==> src/rtl/sv12_err_event_collector.sv <==
// Error event collector: counts check failures, latches the first
// failing tag and queues failing tags for a valid/ready reader.
module sv12_err_event_collector #(
    parameter int CNT_W = 8,
    parameter int TAG_W = 4,
    parameter int DEPTH = 4
) (
    input  logic             clock,
    input  logic             reset_n,
    input  logic             arm,
    input  logic             clear,
    input  logic             chk_valid,
    input  logic             chk_a,
    input  logic             chk_e,
    input  logic [TAG_W-1:0] chk_tag,
    input  logic             disable_error,
    output logic [CNT_W-1:0] err_count,
    output logic [TAG_W-1:0] first_tag,
    output logic [1:0]       state,
    output logic             overflow,
    output logic             rd_valid,
    output logic [TAG_W-1:0] rd_tag,
    input  logic             rd_ready
);

    localparam int AW = $clog2(DEPTH);
    localparam logic [AW:0] PONE = (AW+1)'(1);
    localparam logic [CNT_W-1:0] CMAX = '1;

    typedef enum logic [1:0] {
        S_IDLE  = 2'b00,
        S_ARMED = 2'b01,
        S_TRIP  = 2'b10
    } state_t;

    state_t           state_q;
    state_t           state_d;
    logic [CNT_W-1:0] cnt_q;
    logic [TAG_W-1:0] first_q;
    logic             ovf_q;
    logic [TAG_W-1:0] head_q;
    logic [TAG_W-1:0] head_d;
    logic [TAG_W-1:0] mem [DEPTH];
    logic [AW:0]      wr_ptr;
    logic [AW:0]      rd_ptr;
    logic [AW:0]      rd_nxt;
    logic [AW:0]      fill;
    logic             empty;
    logic             full;
    logic             fail;
    logic             pop;
    logic             push;
    logic             drop;
    logic             load_first;

    assign empty  = (wr_ptr == rd_ptr);
    assign full   = (wr_ptr[AW] != rd_ptr[AW]) &&
                    (wr_ptr[AW-1:0] == rd_ptr[AW-1:0]);
    assign fill   = wr_ptr - rd_ptr;
    assign rd_nxt = rd_ptr + PONE;

    assign fail = chk_valid & (chk_a == chk_e) &
                  ~disable_error & (state_q != S_IDLE);
    assign pop  = ~empty & rd_ready;
    assign push = fail & (~full | pop);
    assign drop = fail & full & ~pop;

    assign load_first = fail & (state_q == S_ARMED);

    // FSM state register
    always_ff @(posedge clock or negedge reset_n) begin
        if (!reset_n) begin
            state_q <= S_IDLE;
        end else begin
            state_q <= state_d;
        end
    end

    // FSM next state; clear overrides arm and fail
    always_comb begin
        state_d = state_q;
        unique case (state_q)
            S_IDLE:  if (arm)  state_d = S_ARMED;
            S_ARMED: if (fail) state_d = S_TRIP;
            S_TRIP:  state_d = S_TRIP;
            default: state_d = S_IDLE;
        endcase
        if (clear) state_d = S_IDLE;
    end

    // saturating failure counter
    always_ff @(posedge clock or negedge reset_n) begin
        if (!reset_n) begin
            cnt_q <= '0;
        end else if (clear) begin
            cnt_q <= '0;
        end else if (fail && cnt_q != CMAX) begin
            cnt_q <= cnt_q + CNT_W'(1);
        end
    end

    // first failing tag and sticky overflow flag
    always_ff @(posedge clock or negedge reset_n) begin
        if (!reset_n) begin
            first_q <= '0;
            ovf_q   <= 1'b0;
        end else if (clear) begin
            first_q <= '0;
            ovf_q   <= 1'b0;
        end else begin
            if (load_first) first_q <= chk_tag;
            if (drop)       ovf_q   <= 1'b1;
        end
    end

    // FIFO storage; contents are don't-care until written
    always_ff @(posedge clock) begin
        if (push && !clear) begin
            mem[wr_ptr[AW-1:0]] <= chk_tag;
        end
    end

    // FIFO pointers with wrap bit
    always_ff @(posedge clock or negedge reset_n) begin
        if (!reset_n) begin
            wr_ptr <= '0;
            rd_ptr <= '0;
        end else if (clear) begin
            wr_ptr <= '0;
            rd_ptr <= '0;
        end else begin
            if (push) wr_ptr <= wr_ptr + PONE;
            if (pop)  rd_ptr <= rd_nxt;
        end
    end

    // next registered head: bypass the incoming tag when the
    // queue is (or is about to become) empty
    always_comb begin
        head_d = head_q;
        if (empty) begin
            if (push) head_d = chk_tag;
        end else if (pop) begin
            if (fill == PONE) begin
                if (push) head_d = chk_tag;
            end else begin
                head_d = mem[rd_nxt[AW-1:0]];
            end
        end
    end

    // registered head entry
    always_ff @(posedge clock or negedge reset_n) begin
        if (!reset_n) begin
            head_q <= '0;
        end else if (clear) begin
            head_q <= '0;
        end else begin
            head_q <= head_d;
        end
    end

    assign err_count = cnt_q;
    assign first_tag = first_q;
    assign state     = state_q;
    assign overflow  = ovf_q;
    assign rd_valid  = ~empty;
    assign rd_tag    = head_q;

endmodule

==> config.mk <==
export PLATFORM = sky130hd
export DESIGN_NAME = sv12_err_event_collector
export DESIGN_NICKNAME = d
export VERILOG_FILES = /design/src/rtl/sv12_err_event_collector.sv
export SDC_FILE = /design/constraint.sdc
export NUM_CORES = 1
export LEC_CHECK = 0
export CORE_MARGIN = 2
export CORE_UTILIZATION = 53
export DETAILED_ROUTE_END_ITERATION = 10
export PLACE_DENSITY = 0.82
export SKIP_LAST_GASP = 1
export SLEW_MARGIN = 20
export SYNTH_ARGS = -nofsm -noshare
export SYNTH_HDL_FRONTEND = slang
export SYNTH_SLANG_ARGS = --single-unit
==> constraint.sdc <==
create_clock -name clock -period 2.8 [get_ports clock]
set_input_delay 0.56 -clock clock [delete_from_list [all_inputs] [get_ports clock]]
set_output_delay 0.56 -clock clock [all_outputs]
set_load 0.01 [all_outputs]
==> impl_metrics.env, run 1 <==
export IMPL_h_tree_depth=2
export IMPL_placeableCoreArea_mm2=0.00397
export IMPL_groute_usage_overall_pct=21.2
export IMPL_path_max_fanout=7
export IMPL_seq_area_mm2=0.00111
export IMPL_clk_latency_ns=0.30
export IMPL_launch_instance_of_the_worst_min_delay_path="overflow"
export IMPL_final_layout_size_suffix_gt1_share_pct=11.5
export IMPL_first_pass_iters=4
export IMPL_postRouteAntennaNets=0
export IMPL_synthCells=180
export IMPL_initial_utilization_pct=54.3
export IMPL_row_count=23
export IMPL_total_area_of_multi_input_combinational_cells_um2=986
export IMPL_post_synth_edffs=16
export IMPL_net_switching_power_uw=436
export IMPL_ys_warns=0
export IMPL_antenna_cells_inserted=0
export IMPL_ir_drop_mv=0.421
export IMPL_cts_tree="built"
export IMPL_timing_hold_violations_final=0
export IMPL_slew_violations=0
export IMPL_floorplan_die_height_um=67.8
export IMPL_cap_violations=0
export IMPL_r2r_start="rd_ptr[0]"
export IMPL_fill_cells=301
export IMPL_crit_required_ns=2.24
export IMPL_run_status="finished clean"
export IMPL_yosys_most_used_dff="sky130_fd_sc_hd__dfrtp_1"
export IMPL_drt_initial_drc_count=84
export IMPL_power_static_leakage_nw=1.11
export IMPL_max_slew_margin_rel_pct=59.2
export IMPL_whs_path_depth=2
export IMPL_tritoncts_num_buffers=5
export IMPL_timing_critical_path_to_type="primary output"
export IMPL_number_of_global_route_vias_before_repair=1464
export IMPL_syn_avg_cell_area_um2=12.0
export IMPL_cts_hold_repair_buffers=0
export IMPL_synth_area_mm2=0.00216
export IMPL_setup_tns_ns=0
export IMPL_postSynthRegisterBits=41
export IMPL_cp_launch_type="flop"
export IMPL_power_frac_comb_pct=23.2
export IMPL_final_setup_worst_slack_ns=0.357
export IMPL_critical_path_class="reg -> out"
export IMPL_internal_power_mw=1.20
export IMPL_ios=33
export IMPL_first_pass_grt_wire_length_um=6930
export IMPL_timing_hold_worst_class="reg -> reg"
export IMPL_remaining_drc_errors=0
export IMPL_clock_tree_buffer_depth=2
export IMPL_rsz0062_at_grt="no"
export IMPL_power_density_mw_per_mm2=611
export IMPL_grt_overflow=0
export IMPL_sequential_share_of_power_pct=42.0
export IMPL_setup_viols_final=0
export IMPL_critPathLaunch="rd_ptr[0]"
export IMPL_async_flop_share_pct=61.0
export IMPL_syn_nets=205
export IMPL_p_sw_share_pct=26.6
export IMPL_design_final_nets=242
export IMPL_detail_route_wl_per_cell_um=15.8
export IMPL_timing_final_crit_share_pct=87.2
export IMPL_clkSinkCount=41
export IMPL_achievable_frequency_mhz=409
export IMPL_power_total_mw=1.64
export IMPL_place_gp_congestion=0.834
export IMPL_timing_final_crit_period_ns=2.44
export IMPL_hpwl_um=3070
export IMPL_area_growth_pct=24.2
export IMPL_number_of_vias_per_cell_after_detailed_routing=5.61
export IMPL_grt_start_max_net_pins=26
export IMPL_postCtsSetupBuffers=0
export IMPL_die_ar_mm2=0.00460
export IMPL_portBuffers=32
export IMPL_cts_clk_slew_worst_paths_ns=0.08
export IMPL_p_clk_share_pct=34.8
export IMPL_chipWidth_um=67.8
export IMPL_synth_yosys_seq_area_share_pct=51.2
export IMPL_worst_clock_skew_ns=0.00692
export IMPL_tightest_slew_ns=0.611
export IMPL_dp_worst_slack_ns=0.309
export IMPL_antenna_found_initial=0
export IMPL_routed_via_count=1504
export IMPL_postRouteWirelength_um=4240
export IMPL_timing_reg2reg_worst_path_depth=6
export IMPL_placed_cells_incl_taps=260
export IMPL_clock_root_buffer="sky130_fd_sc_hd__clkbuf_8"
export IMPL_number_of_gates_given_a_new_drive_strength_after_cts=0
export IMPL_final_instance_count_without_filler_cells=268
export IMPL_ys_types=45
export IMPL_worst_ep_arrival_time_ns=1.88
==> cell type report <==
type	count	share of cell area (%)
Sequential cell	41	41.3
Timing Repair Buffer	37	13.4
Inverter	8	1.12
Clock buffer	5	2.57
Multi-Input combinational cell	124	36.8
Tap cell	50	2.33
Clock inverter	3	2.57
==> metal layers <==
layer	vias to the layer above	global-route usage (%)	routed length (um)
met1	723	28.0	1900
met4	0	8.75	92
met2	42	33.5	2060
met5	-	0	0
li1	730	-	-
met3	9	5.76	183
==> worst paths after layout <==
check / end / slack (ns)
setup / recovery: rd_valid / 0.36
hold / removal: overflow / 0.51
setup reg to reg: rd_tag[2] / 0.46
hold reg to reg: overflow / 0.51
max in group asynchronous: first_tag[1] / 1.93
min in group asynchronous: overflow / 0.62
==> critical path, cell delays in order (launching register included) <==
cell and delay, ns:
sky130_fd_sc_hd__dfrtp_1 0.57, sky130_fd_sc_hd__ha_1 0.35, sky130_fd_sc_hd__nand3_1 0.13, sky130_fd_sc_hd__clkdlybuf4s50_1 0.54
==> registers in the layout, summed over array words and instances (netlist names) <==
signal / count
err_count: 8
first_tag: 4
mem: 16
overflow: 1
rd_ptr: 3
rd_tag: 4
state: 2
wr_ptr: 3
==> cell usage in the layout, fill, tap and decap left out, drive strengths merged, types with 6 or more instances in the layout <==
cell / Yosys / routed
mux2i: 10 / 10
ha: 11 / 11
nand3: 8 / 8
o21ai: 7 / 7
o211ai: 6 / 6
edfxtp: 16 / 16
clkdlybuf4s50: 0 / 32
nand2: 11 / 11
a21oi: 8 / 8
dfrtp: 25 / 25
inv: 8 / 9
nor2: 15 / 15
==> kinds of logic after synthesis <==
| logic type | count (synthesis) | share of synthesized area (%) |
|---|---|---|
| flops | 41 | 51.2 |
| buf+inv | 15 | 3.07 |
| compound gates | 33 | 10.5 |
| xor+xnor | 9 | 5.10 |
| mux | 14 | 8.81 |
| simple gates | 56 | 14.0 |
| fa+ha+maj | 12 | 7.30 |
==> cell usage after synthesis (2+ instances only) <==
library cell	n	area share, %
sky130_fd_sc_hd__or4_1	2	0.70
sky130_fd_sc_hd__o211ai_1	6	2.1
sky130_fd_sc_hd__mux2i_1	10	4.6
sky130_fd_sc_hd__nor3_1	2	0.46
sky130_fd_sc_hd__nand2b_1	2	0.58
sky130_fd_sc_hd__clkbuf_1	4	0.70
sky130_fd_sc_hd__ha_1	11	6.4
sky130_fd_sc_hd__inv_1	8	1.4
sky130_fd_sc_hd__xnor2_1	2	0.81
sky130_fd_sc_hd__a21oi_1	8	1.9
sky130_fd_sc_hd__nand3_1	8	1.9
sky130_fd_sc_hd__nand2_1	11	1.9
sky130_fd_sc_hd__edfxtp_1	16	22
sky130_fd_sc_hd__o21ai_0	6	1.4
sky130_fd_sc_hd__and2_1	3	0.87
sky130_fd_sc_hd__mux4_2	4	4.2
sky130_fd_sc_hd__or3_1	4	1.2
sky130_fd_sc_hd__nor2_1	15	2.6
sky130_fd_sc_hd__o31ai_1	3	1.0
sky130_fd_sc_hd__dfrtp_1	25	29
sky130_fd_sc_hd__xor2_1	4	1.6
sky130_fd_sc_hd__nor2b_1	3	0.87
==> per-stage QoR <==
stage                     utilization [%]  instance area (um2)  hold slack [ns]
after global routing                 67.5                 2680            0.555
after detailed placement             64.0                 2540            0.499
final                                67.5                 2680            0.509
after global placement               64.0                 2540            0.486
after floorplan                         -                 2160            0.264
after CTS                            67.5                 2680            0.517
==> power by group through the flow <==
| stage | Sequential [mW] | Clock, mW | Combinational, mW |
|---|---|---|---|
| 2_1_floorplan | 0.704 | 0 | 0.229 |
| 3_3_place_gp | 0.699 | 0 | 0.365 |
| 3_5_place_dp | 0.700 | 0 | 0.378 |
| 4_1_cts | 0.689 | 0.578 | 0.383 |
| 5_1_grt | 0.695 | 0.601 | 0.420 |
| 6_report | 0.688 | 0.571 | 0.380 |
(Power assumes the default switching activity.)
==> inputs of run 2 (changes only) <==
Settings changed: CORE_UTILIZATION 53 to 40, HOLD_SLACK_MARGIN from default to 0.12, PLACE_DENSITY 0.82 to 0.65.
==> run 2 against run 1 <==
Compared with the run above:
- maximum frequency is 1.1% lower
- cell count is 7.8% higher
- sequential share of layout area up 0.17 points
- setup slack got worse by 0.026 ns
- largest power group unchanged
==> impl_metrics.env, run 2 (same netlist as run 1, synthesis figures left out) <==
export IMPL_portBuffers=32
export IMPL_groute_usage_overall_pct=15.9
export IMPL_die_ar_mm2=0.00600
export IMPL_cts_clk_slew_worst_paths_ns=0.09
export IMPL_cap_violations=0
export IMPL_setup_tns_ns=0
export IMPL_most_common_layout_cells="sky130_fd_sc_hd__clkdlybuf4s50_1, sky130_fd_sc_hd__dfrtp_1, sky130_fd_sc_hd__edfxtp_1"
export IMPL_clock_root_buffer="sky130_fd_sc_hd__clkbuf_8"
export IMPL_worst_clock_skew_ns=0.00624
export IMPL_grt_overflow=0
export IMPL_remaining_drc_errors=0
export IMPL_initial_utilization_pct=41.7
export IMPL_ios=33
export IMPL_stdcell_area_mm2=0.00267
export IMPL_design_final_nets=243
export IMPL_tritoncts_num_buffers=5
export IMPL_hpwl_um=3160
export IMPL_cp_launch_type="flop"
export IMPL_number_of_vias_per_cell_after_detailed_routing=5.17
export IMPL_slew_violations=0
export IMPL_cts_hold_repair_buffers=0
export IMPL_drt_met1_wl_um=2170
export IMPL_achievable_frequency_mhz=405
export IMPL_row_count=26
export IMPL_number_of_gates_given_a_new_drive_strength_after_cts=0
export IMPL_final_layout_size_suffix_gt1_share_pct=11.9
export IMPL_area_growth_pct=23.7
export IMPL_path_max_fanout=7
export IMPL_worst_ep_arrival_time_ns=1.91
export IMPL_placeableCoreArea_mm2=0.00517
export IMPL_first_pass_iters=4
export IMPL_top_layer="met4"
export IMPL_timing_hold_violations_final=0
export IMPL_first_pass_grt_wire_length_um=7380
export IMPL_drt_initial_drc_count=75
export IMPL_antenna_found_initial=0
export IMPL_layout_commonest_cell="sky130_fd_sc_hd__clkdlybuf4s50_1"
export IMPL_number_of_global_route_vias_before_repair=1488
export IMPL_timing_final_crit_share_pct=88.2
export IMPL_postRouteWirelength_um=4360
export IMPL_cts_tree="built"
export IMPL_postRouteAntennaNets=0
export IMPL_run_status="finished clean"
export IMPL_h_tree_depth=2
export IMPL_detail_route_wl_per_cell_um=15.1
export IMPL_crit_required_ns=2.24
export IMPL_timing_hold_worst_class="reg -> reg"
export IMPL_postCtsSetupBuffers=0
export IMPL_largest_reg_flops=16
export IMPL_met3WireLength_um=108
export IMPL_setup_viols_final=0
export IMPL_ir_drop_mv=0.338
export IMPL_tightest_slew_ns=0.632
export IMPL_clk_latency_ns=0.30
export IMPL_antenna_cells_inserted=0
export IMPL_power_static_leakage_nw=1.09
export IMPL_floorplan_die_height_um=77.5
export IMPL_max_slew_margin_rel_pct=57.8
export IMPL_placed_cell_area_mm2=0.00257
export IMPL_chipWidth_um=77.5
export IMPL_place_gp_congestion=0.759
export IMPL_clock_tree_buffer_depth=2
export IMPL_timing_final_crit_period_ns=2.47
export IMPL_critical_path_class="reg -> out"
export IMPL_clkSinkCount=41
export IMPL_power_density_mw_per_mm2=554
export IMPL_rsz0062_at_grt="no"
export IMPL_grt_start_max_net_pins=26
export IMPL_timing_critical_path_to_type="primary output"
export IMPL_met2_length_um=1990
export IMPL_routed_via_count=1494
## run 2: final cells by class
cell class	count	area [um2]
clock buffer	5	68.8
multi-input combinational	124	986
inverter	8	30.0
fill	465	2500
clock inverter	3	25.0
tap	70	87.6
timing repair buffer	38	365
sequential	41	1110
## run 2: metrics by stage
step	utilization [%]	hold slack, ns	setup slack, ns	std cells	power [mW]
detailed placement	49.8	0.520	0.339	281	1.08
global placement	49.8	0.511	0.414	281	1.08
CTS	51.6	0.542	0.302	289	1.50
global route	51.6	0.566	0.218	289	1.56
floorplan	-	0.264	0.753	180	0.933
finish	51.6	0.533	0.331	289	1.48
## run 2: path summary, 6_finish.rpt
| path | startpoint | to | slack (ns) | cells after the start |
|---|---|---|---|---|
| max | rd_ptr[0] | rd_valid | 0.33 | 3 |
| min | rd_tag[1] | rd_tag[1] | 0.53 | 2 |
| max reg2reg | rd_ptr[0] | rd_tag[2] | 0.45 | 6 |
| min reg2reg | rd_tag[1] | rd_tag[1] | 0.53 | 2 |
| max in group asynchronous | reset_n | state[0] | 1.93 | 2 |
| min in group asynchronous | reset_n | rd_tag[3] | 0.62 | 2 |
## run 2: metal layers
layer | track usage (%) | vias up
met4 | 7.50 | 0
met1 | 21.9 | 731
met2 | 24.1 | 28
li1 | - | 730
met5 | 0 | -
met3 | 3.14 | 5
## run 2: where the power goes
group	switching [mW]	total, mW	leakage, nW	internal, mW
logic	0.192	0.379	0.555	0.187
registers	0.0313	0.688	0.491	0.657
clock network	0.231	0.412	0.0452	0.182
## run 2: worst max-delay path: stages (launching register included)
cell and delay [ns]:
sky130_fd_sc_hd__dfrtp_1 0.57, sky130_fd_sc_hd__ha_1 0.34, sky130_fd_sc_hd__nand3_1 0.15, sky130_fd_sc_hd__clkdlybuf4s50_1 0.55
